**src/rtl/lsm_sample_sender_pkg.sv**
```systemverilog
// Shared LSM fixed-point definitions: Q-format defaults, sample layout and
// the sender's FSM encoding.
package lsm_sample_sender_pkg;

  localparam int LSM_WIDTH = 32;
  localparam int LSM_QINT  = 16;
  localparam int LSM_QFRAC = 16;

  typedef enum logic [1:0] {
    ST_IDLE  = 2'd0,
    ST_FILL  = 2'd1,
    ST_DRAIN = 2'd2
  } lsm_state_e;

  // Reference sample layout at the default width; the sender mirrors this
  // field order for its WIDTH-parameterised storage word.
  typedef struct packed {
    logic signed [LSM_WIDTH-1:0] x;
    logic signed [LSM_WIDTH-1:0] y;
    logic                        last;
  } lsm_sample_t;

endpackage

```
**src/rtl/lsm_sample_sender_fifo.sv**
```systemverilog
// Small synchronous FIFO with registered read/write pointers.
// One extra pointer bit separates the full and empty conditions.
module sample_fifo #(
  parameter int DEPTH = 4,
  parameter int DW    = 8
) (
  input  logic          clk,
  input  logic          rst,
  input  logic          push,
  input  logic [DW-1:0] wr_data,
  input  logic          pop,
  output logic [DW-1:0] rd_data,
  output logic          full,
  output logic          empty
);
  localparam int AW = $clog2(DEPTH);

  logic [DW-1:0] mem [DEPTH];
  logic [AW:0]   wr_ptr, rd_ptr;
  logic          push_ok, pop_ok;

  assign full    = (wr_ptr[AW] != rd_ptr[AW]) && (wr_ptr[AW-1:0] == rd_ptr[AW-1:0]);
  assign empty   = (wr_ptr == rd_ptr);
  assign push_ok = push && !full;
  assign pop_ok  = pop && !empty;
  // Head reads as zero while empty so stale entries never leak out.
  assign rd_data = empty ? '0 : mem[rd_ptr[AW-1:0]];

  always_ff @(posedge clk) begin
    if (push_ok) mem[wr_ptr[AW-1:0]] <= wr_data;
  end

  always_ff @(posedge clk or posedge rst) begin
    if (rst) begin
      wr_ptr <= '0;
      rd_ptr <= '0;
    end else begin
      if (push_ok) wr_ptr <= wr_ptr + 1'b1;
      if (pop_ok)  rd_ptr <= rd_ptr + 1'b1;
    end
  end

endmodule

```
**src/rtl/lsm_sample_sender.sv**
```systemverilog
// Filters Monte-Carlo paths to in-the-money put samples and streams them,
// buffered, to the least-squares accumulator in batches of N_SAMPLES.
module lsm_sample_sender
  import lsm_sample_sender_pkg::*;
#(
  parameter int WIDTH      = LSM_WIDTH,
  parameter int QINT       = LSM_QINT,
  parameter int QFRAC      = LSM_QFRAC,
  parameter int N_SAMPLES  = 10,
  parameter int MAX_PATHS  = 64,
  parameter int FIFO_DEPTH = 4
) (
  input  logic                           clk,
  input  logic                           rst,
  input  logic                           start,
  input  logic signed [WIDTH-1:0]        strike,
  input  logic                           path_valid,
  output logic                           path_ready,
  input  logic signed [WIDTH-1:0]        s_in,
  input  logic signed [WIDTH-1:0]        cf_in,
  output logic                           valid_out,
  input  logic                           ready_in,
  output logic signed [WIDTH-1:0]        x_out,
  output logic signed [WIDTH-1:0]        y_out,
  output logic                           last_out,
  output logic                           busy,
  output logic                           batch_done,
  output logic                           batch_short,
  output logic [$clog2(N_SAMPLES+1)-1:0] itm_count
);
  localparam int IW = $clog2(N_SAMPLES+1);
  localparam int PW = $clog2(MAX_PATHS+1);

  typedef struct packed {
    logic signed [WIDTH-1:0] x;
    logic signed [WIDTH-1:0] y;
    logic                    last;
  } smp_t;
  localparam int DW = $bits(smp_t);

  always_comb assert (QINT + QFRAC == WIDTH);

  lsm_state_e              state_q, state_d;
  logic signed [WIDTH-1:0] strike_q;
  logic [IW-1:0]           itm_q;
  logic [PW-1:0]           paths_q;
  logic                    consume, itm_hit, last_push;
  logic                    fifo_full, fifo_empty, pop;
  smp_t                    wr_smp, rd_smp;
  logic [DW-1:0]           rd_data;

  always_comb begin
    state_d     = state_q;
    path_ready  = 1'b0;
    consume     = 1'b0;
    itm_hit     = 1'b0;
    last_push   = 1'b0;
    batch_done  = 1'b0;
    case (state_q)
      ST_IDLE: if (start) state_d = ST_FILL;
      ST_FILL: begin
        path_ready = !fifo_full;
        consume    = path_valid && !fifo_full;
        itm_hit    = consume && (strike_q > s_in);
        last_push  = itm_hit && (itm_q == IW'(N_SAMPLES-1));
        // A last push and the path budget running out together still count
        // as a full batch: itm_q reaches N_SAMPLES either way.
        if (last_push || (consume && paths_q == PW'(MAX_PATHS-1)))
          state_d = ST_DRAIN;
      end
      ST_DRAIN: if (fifo_empty) begin
        batch_done = 1'b1;
        state_d    = ST_IDLE;
      end
      default: state_d = ST_IDLE;
    endcase
  end

  assign batch_short = batch_done && (itm_q != IW'(N_SAMPLES));
  assign busy        = (state_q != ST_IDLE);
  assign itm_count   = itm_q;

  always_ff @(posedge clk or posedge rst) begin
    if (rst) begin
      state_q  <= ST_IDLE;
      strike_q <= '0;
      itm_q    <= '0;
      paths_q  <= '0;
    end else begin
      state_q <= state_d;
      if (state_q == ST_IDLE && start) begin
        strike_q <= strike;
        itm_q    <= '0;
        paths_q  <= '0;
      end
      if (consume) paths_q <= paths_q + 1'b1;
      if (itm_hit) itm_q   <= itm_q + 1'b1;
    end
  end

  assign wr_smp    = '{x: s_in, y: cf_in, last: last_push};
  assign pop       = !fifo_empty && ready_in;
  assign rd_smp    = smp_t'(rd_data);
  assign valid_out = !fifo_empty;
  assign x_out     = rd_smp.x;
  assign y_out     = rd_smp.y;
  assign last_out  = rd_smp.last;

  sample_fifo #(.DEPTH(FIFO_DEPTH), .DW(DW)) u_fifo (
    .clk     (clk),
    .rst     (rst),
    .push    (itm_hit),
    .wr_data (wr_smp),
    .pop     (pop),
    .rd_data (rd_data),
    .full    (fifo_full),
    .empty   (fifo_empty)
  );

endmodule

```
**config.mk**
```make
export PLATFORM = sky130hd
export DESIGN_NAME = lsm_sample_sender
export DESIGN_NICKNAME = d
export VERILOG_FILES = /design/src/rtl/lsm_sample_sender_pkg.sv /design/src/rtl/lsm_sample_sender_fifo.sv /design/src/rtl/lsm_sample_sender.sv
export SDC_FILE = /design/constraint.sdc
export NUM_CORES = 1
export LEC_CHECK = 0
export BUFFER_PORTS_ARGS = -buffer_cell sky130_fd_sc_hd__clkbuf_2
export CORE_MARGIN = 2
export CORE_UTILIZATION = 57
export DETAILED_ROUTE_END_ITERATION = 10
export PLACE_DENSITY = 0.79
export SLEW_MARGIN = 20
export SYNTH_ARGS = -nofsm -noshare
export SYNTH_HDL_FRONTEND = slang
export SYNTH_SLANG_ARGS = --single-unit
```
**constraint.sdc**
```tcl
create_clock -name clk -period 5.4 [get_ports clk]
set_clock_uncertainty 0.2 [all_clocks]
set_input_delay 0.27 -clock clk [delete_from_list [all_inputs] [get_ports clk]]
set_output_delay 0.27 -clock clk [all_outputs]
set_load 0.02 [all_outputs]
```
==> results.md <==
* Yosys synthesis warning count at 0
* Net count, final at 1208
* Type of element capturing the critical path: flop
* Setup bufs post-CTS at 0
* Final Instance Area at between 15000 and 20000 µm²
* Worst hold path class: primary input to async pin
* Number of cells in the design after placement at roughly 1200
* Register area share after synthesis at 70.15%
* Status: complete, no violations
* Register bit count reported by yosys at just over 300
* Number of pins exceeding their max-slew limit in the final report at 0
* Standard cell core area at 22500 µm²
* Critical Path RT at 5.36 ns
* Most used cell, CP: o211ai_1
* Critical path, cell by cell: dlygate4sd3_1, clkbuf_2, inv_1, ha_1, nor2b_1, o211ai_1, a2111oi_0, o31a_1, o211ai_1, nand2_4, and2_4
* Later-pin clock latency in the skew report at between 0.5 and 0.6 ns
* DPL Wire Length at 15.30 mm
* Number of primary I/O pins at between 150 and 200
* Final worst path period share at between 70% and 80%
* Number of synthesized flops with an enable pin at 260
* Worst reg2reg path endpoint: u_fifo.mem[2][49]
* Shortest clock period the worst path allows after layout at roughly 3.8 ns
* Cell-internal power at approximately 5.7 mW
* Area growth, synth to finish at 24.00%
* Starting density of the core at 57.54%
* Combinational cell fraction of total power at between 30% and 40%
* Via density per instance at between 5 and 6
* Highest-count cells in the layout ignoring fill and taps: edfxtp_1 (260), clkbuf_2 (174), nand2_1 (114)
* Worst setup endpoint: u_fifo.mem[2][49]
* Worst reg2reg path depth at 8
* Final Setup Violations at 0
* Post-synth cell types at 44
* Post-route antenna net violation count at 0
* Number of DRC violations after detailed-routing iteration 0 at around 560
* Cell count after synthesis at 784
* Setup Slack @ Placement at about 1.6 ns
* Setup repair after global routing missed its margin: false
* Mean instance size in the synthesized netlist at 16.52 µm²
* Chip width at approximately 150 µm
* Post-layout total power at slightly below 9 mW
* Max Cap Violations at 0
* Areal power density over the cells at 547.5 nW/µm²
* Vias in the first global route at ~8000
* Worst setup path startpoint: s_in[1]
* Overall die area at 23940 µm²
* Sequential Power Share at approximately two fifths
* GRT Residual Overflow at 0
* Data arrival time of the worst path at around 3.8 ns
* Post-place instance area at about 14000 µm²
* Deepest clock path buffer count at 3
* Count of buffers inserted at the top-level ports at approximately 170
* Via count at ~7500
* Hold Vio Cnt, Final at 0
* Level count of the clock H-tree at 1
* Detailed-router iteration count before antenna repair at 4
* Post-Syn Nets at about 900
* Drt wl/cell at approximately 20 µm
* Number of stages on the worst setup path at 11
* Detailed Route WL at approximately 27 mm
* Most common library cell in the layout ignoring fill and taps: edfxtp_1
* Worst slew margin relative to its limit at 32.72%
* Clk sinks at 311
* Final standard cell utilization of the core at 71.35%
* Layout cell share with drive strength beyond 1 at around 28%
* Delay of the slowest cell on the worst path at 0.78 ns
* Clock power share at ~23%
* TritonCTS clock tree: yes
* Static leakage at around 6.3 nW
* Global-route wire length before repair at about 42 mm
* GRT Overall Usage at about 23%
* Net Switching at ~3.1 mW
* Async SR Flop Fraction at between 10% and 20%
* Setup total negative slack at 0 ns
* Worst-margin pin slew at 1.009 ns
* Highest clock rate at ~260 MHz
* Net switching share of the total power at between 30% and 40%
* Weighted congestion at the end of routability-driven global placement at approximately 0.8
* Reg-to-reg startpoint: strike_q[7]
* Clk slew on worst S/H paths at around 0.060 ns
* Critical path buffer and inverter count at 3
* Pin count of the biggest net entering global routing at 71
* Largest fanout of any net on the critical path at 65
* Initial antenna violation count at 1
* CP Launch Type: primary input
* Cell Rows at 55
* CTS Buf Count at 30
* Critical Setup Path Class: primary input to flop
* Post-synthesis cell area at between 10000 and 15000 µm²
* Final worst slack at about 1.6 ns
* Non-filler instance count after layout at 1373
* Top cell family by delay on the critical path: compound AO/OA/AOI/OAI gates
* Leading register cell type out of synthesis: edfxtp_1
* Minimum hold slack at about 0.23 ns
* Die height at ~150 µm
* Root buffer selected by CTS: clkbuf_16
* DRC at 0
* Master of the slowest instance on the critical path: and2_4
* Worst-case vdd ir drop at around 500 µV
* Setup slack of the worst register-to-register path at 1.73 ns
==> sequential cells by signal, indices dropped and copies added, names as in the netlist <==
signal and cells:
u_fifo.wr_ptr 3, paths_q 7, itm_count 4, u_fifo.rd_ptr 3, strike_q 32, u_fifo.mem 260, state_q 2
==> cells in the mapped netlist (all sizes together) (3+ instances only) <==
library cell | number | share of area [%]
nand2 | 116 | 3.4
xnor2 | 6 | 0.41
edfxtp | 260 | 60
mux2i | 4 | 0.31
o21ai | 16 | 0.62
a21oi | 16 | 0.65
nor2b | 5 | 0.24
ha | 41 | 4.0
clkbuf | 24 | 0.70
and3 | 3 | 0.14
and2 | 69 | 3.3
nor2 | 12 | 0.35
dfrtp | 51 | 9.9
inv | 42 | 1.2
mux4 | 65 | 11
buf | 6 | 0.23
xor2 | 3 | 0.20
nand4 | 10 | 0.65
o211ai | 5 | 0.29
nand3 | 8 | 0.31
==> cells by family after synthesis <==
logic type / Yosys count / share of synthesized area, %
adders and majority gates: 41 / 3.962
muxes: 71 / 11.82
xor gates and xnor gates: 9 / 0.6088
DFF: 311 / 70.15
and+or+nand+nor: 229 / 8.851
buffers and inverters: 72 / 2.145
AOI/OAI and AO/OA: 51 / 2.464
==> cell type report <==
| class | instances | area, µm² |
|---|---|---|
| Multi-Input combinational cell | 401 | 3602 |
| Tap cell | 285 | 356.6 |
| Fill cell | 1394 | 6446 |
| Sequential cell | 311 | 9091 |
| Antenna cell | 2 | 5.005 |
| Clock buffer | 36 | 794.5 |
| Timing Repair Buffer | 280 | 1921 |
| Inverter | 42 | 158.9 |
| Clock inverter | 16 | 127.6 |
==> what timing repair did <==
action,in CTS,in global routing
hold endpoints to repair,347,0
endpoints found under the setup margin,0,0
hold buffers,100,0
gates resized for setup,0,0
==> layer usage <==
layer | vias to the layer above | track usage [%] | share of wire [%]
met3 | 46 | 3.054 | 4.5
met5 | - | 0 | 0
met4 | 0 | 6.834 | 2.3
met2 | 229 | 38.80 | 51
met1 | 3723 | 31.34 | 42
li1 | 3498 | - | -
==> how the worst min path moves through the flow <==
stage / start / endpoint / slack (ns) / depth (start not counted)
floorplan: cf_in[9] / u_fifo.mem[0][10] / 0.17 / 0
global placement: strike[5] / strike_q[5] / 0.26 / 3
detailed placement: rst / strike_q[9] / 0.26 / 3
CTS: rst / strike_q[9] / 0.23 / 4
global route: strike[27] / strike_q[27] / 0.24 / 4
finish: rst / strike_q[4] / 0.23 / 4
==> power by group through the flow <==
stage	Combinational, mW	Clock (mW)	Sequential [mW]
after global placement	3.35	0	3.39
after CTS	3.46	2.01	3.37
after detailed placement	3.38	0	3.42
after global routing	3.70	2.11	3.43
final	3.43	1.99	3.38
after floorplan	2.40	0	3.34
==> tightest hold or removal path, cell delays in order <==
cell	delay, ns
dlygate4sd3_1	0.53
clkbuf_2	0.11
inv_2	0.03
buf_4	0.51
Note: power is estimated with default switching activity, not from simulation.
